`config.mk`:
```
export PLATFORM = sky130hd
export DESIGN_NAME = serial_ripple_subtractor
export DESIGN_NICKNAME = d
export VERILOG_FILES = /design/src/rtl/serial_ripple_subtractor.sv
export SDC_FILE = /design/constraint.sdc
export NUM_CORES = 1
export LEC_CHECK = 0
export CAP_MARGIN = 20
export CORE_ASPECT_RATIO = 1.2
export CORE_UTILIZATION = 44
export DETAILED_ROUTE_END_ITERATION = 10
export GPL_TIMING_DRIVEN = 0
export PLACE_DENSITY = 0.75
export SLEW_MARGIN = 40
export SYNTH_ARGS = -nofsm -noshare
export SYNTH_HDL_FRONTEND = slang
export SYNTH_SLANG_ARGS = --single-unit
```
`constraint.sdc`:
```
create_clock -name clk -period 1.25 [get_ports clk]
set_input_delay 0.125 -clock clk [delete_from_list [all_inputs] [get_ports clk]]
set_output_delay 0.125 -clock clk [all_outputs]
set_load 0.02 [all_outputs]
```
`src/rtl/serial_ripple_subtractor.sv`:
```
// serial_ripple_subtractor: bit-serial a - b - borrow_in, LSB first, one full-subtractor cell.
// Optional signed overflow flag with SUB_OVERFLOW_EN.
module serial_ripple_subtractor #(
    parameter int WIDTH = 4
) (
    input  logic             clk,
    input  logic             rst,
    input  logic             start,
    input  logic [WIDTH-1:0] a,
    input  logic [WIDTH-1:0] b,
    input  logic             borrow_in,
    output logic [WIDTH-1:0] diff,
    output logic             borrow_out,
    output logic             busy,
    output logic             done
`ifdef SUB_OVERFLOW_EN
    ,output logic            overflow
`endif
);
    localparam int CW = $clog2(WIDTH);
    localparam logic [0:0] IDLE = 1'b0;
    localparam logic [0:0] CALC = 1'b1;
    logic [0:0]       state;
    logic [WIDTH-1:0] a_sr, b_sr, d_sr;
    logic [CW-1:0]    cnt;
    logic             br, ai, bi, d, br_nxt, last;
    assign ai     = a_sr[0];
    assign bi     = b_sr[0];
    assign d      = ai ^ bi ^ br;
    assign br_nxt = (~ai & bi) | (~(ai ^ bi) & br);
    assign last   = cnt == CW'(WIDTH - 1);
    always_ff @(posedge clk or posedge rst) begin
        if (rst) begin
            state      <= IDLE;
            a_sr       <= '0;
            b_sr       <= '0;
            d_sr       <= '0;
            cnt        <= '0;
            br         <= 1'b0;
            diff       <= '0;
            borrow_out <= 1'b0;
            busy       <= 1'b0;
            done       <= 1'b0;
`ifdef SUB_OVERFLOW_EN
            overflow   <= 1'b0;
`endif
        end else begin
            done <= 1'b0;
            if (state == IDLE) begin
                if (start) begin
                    a_sr  <= a;
                    b_sr  <= b;
                    br    <= borrow_in;
                    cnt   <= '0;
                    state <= CALC;
                    busy  <= 1'b1;
                end
            end else begin
                a_sr <= a_sr >> 1;
                b_sr <= b_sr >> 1;
                d_sr <= {d, d_sr[WIDTH-1:1]};
                br   <= br_nxt;
                if (last) begin
                    diff       <= {d, d_sr[WIDTH-1:1]};
                    borrow_out <= br_nxt;
                    done       <= 1'b1;
                    busy       <= 1'b0;
                    state      <= IDLE;
`ifdef SUB_OVERFLOW_EN
                    // on the last bit ai/bi are the operand sign bits and d is the result sign
                    overflow   <= (ai ^ bi) & (d ^ ai);
`endif
                end else begin
                    cnt <= cnt + 1'b1;
                end
            end
        end
    end
endmodule

```
* Yosys cells after proc, flatten, opt, wreduce, memory -nomap -nowiden
Cells that the tools add are included.
Storage, ports and cells: register bits after elaboration 23, output and inout bits 7
Cells by class: eq/ne operators 3, muxes and demuxes 17, $add $sub $neg 1, bitwise logic cells 7, reductions and logical operators 4
Operators by type and width (count):
- $mux 4 | 4
- $mux 1 | 10
- $mux 2 | 3
- $reduce_and 2->1 | 3
- $add 2x1->2 const B | 1
- $and 1x1->1 | 2
- $eq 2x2->1 const B | 1
- $ne 2x1->1 const B | 1
- $ne 2x2->1 const B | 1
- $not 1->1 | 2
- $reduce_bool 2->1 | 1
- $xor 1x1->1 | 2
- $or 1x1->1 | 1

* Longest topological paths before layout
depth after elaboration 5, mapped depth 4, mapped depth without buffers 3

* Worst setup path after synthesis
OpenSTA, ideal clock, no wires.
path kind register -> register, start register cnt[0], end register cnt[1], setup slack -0.029 ns, stages on the path, launching flop included 5, buffers on the path 1, arrival 1.158 ns, required time 1.129 ns, library setup time 0.121 ns, path through dfrtp_1 > ha_1 > buf_6 > mux2_4 > a22o_1
On the way: cells in the longest elaborated chain, start to end 3, elaborated cells on any way between the ends 6
Ends and longest elaborated chain:
- from (decl) | RTL line 25 | logic [CW-1:0] cnt;
- from (signal assigned) | RTL line 74 | cnt <= cnt + 1'b1;
- $add 2x1->2 or $eq 2x2->1 (tied branches) | RTL line 74, 31
- $mux 2 or $ne 2x2->1 (tied branches)
- $mux 2 or $reduce_and 2->1 (tied branches)
Several ways; a longest one is shown, not always the timed one. The select of a mux whose other input is x is not followed. A chain may end at the register's enable or synchronous reset.

* Final worst setup path
start register b_sr[0], end register diff[3]
On the way: cells in the longest elaborated chain, start to end 2
Ends and longest elaborated chain:
- from (decl) | RTL line 24 | logic [WIDTH-1:0] a_sr, b_sr, d_sr;
- from (signal assigned) | RTL line 60 | b_sr <= b_sr >> 1;
- $xor 1x1->1 (2 in a row) | RTL line 29 | assign d = ai ^ bi ^ br;
- named net d | RTL line 26 | logic br, ai, bi, d, br_nxt, last;
- to (signal assigned) | RTL line 64 | diff <= {d, d_sr[WIDTH-1:1]};
- to (decl) | RTL line 12 | output logic [WIDTH-1:0] diff,
The timed path passes the listed nets, and every way through them passes these cells.

==> key figures <==
Flow run
  • Max Cap Viol: 0

Global routing
  • Total GRT Usage: 0.161
  • Initial antenna violation count: 0
  • First-pass GRT wire length: 2.75 mm
  • Largest net degree at the start of global routing: 23
  • Vias in the first global route: 667
  • GRT Residual Overflow: 0

STA
  • Hold Fails Final Rpt: 0
  • Fin crit period: 1.29 ns
  • Slew headroom: 0.697
  • Final worst slack: -0.0352 ns
  • Worst slew pin tran: 0.454 ns
  • Pins over their slew limit: 0
  • Fin crit share: 1.03
  • Layout Skew: 0.00498 ns
  • Final hold slack: 0.143 ns
  • Final-report setup violation count: 2
  • RSZ-0062 raised after global routing: yes
  • Max Clk Rate: 778 MHz

Yosys
  • Mapped Area: 965 um^2
  • Most used DFF post-synth: dfrtp_1
  • Syn Area/Cell: 12.5 um^2
  • FF+latch count, synth: 22
  • Synth cell types: 21
  • Top cells by area, synth: dfrtp_1 57%, mux2i_1 10%, mux2_2 8.2%
  • Post-synth top area share: 0.571
  • Seq/Total Area, Yosys: 0.571
  • Post-synth top cells: 22 x dfrtp_1, 10 x mux2i_1, 7 x mux2_2
  • Ys async rst share: 1.00
  • Mapped Cells: 77
  • Post-synth top area cell: dfrtp_1
  • Ys Warns: 0
  • Count leader, synth: dfrtp_1
  • EDFF count, synth: 0
  • Synthesized net count: 91

Power
  • Pleak: 0.584 nW
  • Reg power frac: 0.428
  • Final Total Pwr: 2.81 mW
  • Psw: 0.974 mW
  • Combinational share of power: 0.461
  • Pwr Density: 2300 nW/um^2
  • Clock share of power: 0.111
  • Internal power: 1.83 mW
  • Net Sw Frac: 0.347
  • Peak VDD IR: 1120 uV

Worst setup path
  • Worst-case reg-to-reg path depth: 3
  • R2r startpoint: b_sr[0]
  • Crit end category: flop
  • Type of origin of the critical path: flop
  • Req. time, crit path: 1.44 ns
  • Crit path kind: reg -> reg
  • Reg2Reg Setup Slack: -0.04 ns
  • Crit path max fanout: 2
  • CP arrival: 1.48 ns
  • R2R Path End: diff[3]

CTS
  • Root Driver: clkbuf_4
  • Clk Latency, worst-skew pair: 0.30 ns
  • Clock slew at reported path FFs: 0.12 ns
  • CTS buffer count: 3
  • # clock sinks: 22
  • CTS tree: yes
  • Clock Tree Buf Depth: 2
  • H-Tree Depth: 1

Status
  • Failing checks: negative setup slack
  • Status: finished, violations left

Route
  • DRT Pass-1 Iters: 4
  • DRC: 0
  • Avg WL per Cell: 12.0 um
  • Final WL: 1.55 mm
  • Detailed router's first-iteration violation count: 7
  • Post-route ant nets: 0
  • Vias per inst: 4.80
  • Vias: 619

Place
  • Port Buf Inserts: 18
  • Post-DP HPWL: 1.10 mm
  • Worst slack, placed: -0.0556 ns
  • Placer congestion estimate: 0.675
  • Placed instance area: 1180 um^2

Die
  • Std cell rows: 18
  • Total die area: 2380 um^2
  • Core area: 2070 um^2
  • Die height: 53.3 um
  • Initial core utilization: 0.466
  • Die X-Extent: 44.7 um
  • Ports: 19

Min path
  • Hold Path Class: in -> async

Cells and area
  • End-of-flow core utilization: 0.589
  • Finished Cell Area: 1220 um^2
  • Share of cells above drive strength 1: 0.222
  • N_diodes: 0
  • Layout area overhead: 26.6%
  • Nets: 115
## critical path, stage by stage, from the launching register on
cell and delay, ns:
dfrtp_1 0.38, inv_2 0.04, fa_1 0.49, mux2_2 0.27
## cell type report
type                       count  area, um^2
fill                         190         851
sequential                    22         551
multi-input combinational     45         377
timing repair buffer          20         186
tap                           30        37.5
buffer                         4        28.8
clock buffer                   3        22.5
inverter                       5        18.8
## timing repair
item                                    CTS  global route
buffers inserted                          2             0
hold buffers                              0             0
endpoints found under the hold margin     0             0
pin swaps                                 2             1
resized for setup                         7             5
endpoints found under the setup margin   13             6
## through the flow
step	setup TNS (ns)	instances
global route	-0.196	129
detailed placement	-0.413	125
global placement	-0.193	125
floorplan	0	77
CTS	-0.106	129
finish	-0.0690	129
## registers in the layout (all words and copies together) (netlist names)
name and cells:
a_sr 4, state 1, diff 4, b_sr 4, br 1, busy 1
d_sr 3, done 1, cnt 2, borrow_out 1
## kinds of logic (layout without fill, tap and decap cells)
logic type / after synthesis / after routing / synth area share
flops: 22 / 22 / 0.571
mux: 18 / 18 / 0.201
compound gates: 12 / 12 / 0.0714
simple gates: 12 / 12 / 0.0532
buf+inv: 10 / 32 / 0.0610
fa+ha+maj: 2 / 2 / 0.0337
xor+xnor: 1 / 1 / 0.00908
## worst max-delay path by stage
| stage | from | end | slack (ns) |
|---|---|---|---|
| 4_1_cts | br | d_sr[3] | -0.05 |
| 3_3_place_gp | cnt[1] | diff[0] | -0.03 |
| 2_1_floorplan | cnt[1] | cnt[1] | 0.004 |
| 3_5_place_dp | cnt[1] | diff[0] | -0.06 |
| 6_report | b_sr[0] | diff[3] | -0.04 |
| 5_1_grt | b_sr[0] | diff[3] | -0.1 |
## power groups by stage
stage	combinational (mW)	clock, mW	sequential [mW]
2_1_floorplan	0.751	0	1.32
3_3_place_gp	1.24	0	1.21
3_5_place_dp	1.28	0	1.22
4_1_cts	1.25	0.318	1.19
5_1_grt	1.45	0.345	1.24
6_report	1.29	0.312	1.20
## placed cells by master (no fill, tap or decap), drive strengths merged
cell type and count:
dlygate4sd2 7, a31oi 1, a21o 1, a22o 1, xnor2 1, a21oi 2, clkbuf 3, nor2 4
nor3b 1, o22ai 1, buf 6, fa 1, ha 1, clkdlybuf4s50 11, nand2 7, o21ai 6
mux2i 10, inv 5, mux2 8, dfrtp 22
## routing by layer
layer,part of all wire,routed length (um),global-route usage,up-vias
li1,-,-,-,303
met1,0.46,707,0.187,290
met2,0.49,761,0.282,24
met3,0.046,72,0.0307,2
met4,0.0077,12,0.0758,0
met5,0,0,0,-
(Power assumes the default switching activity.)
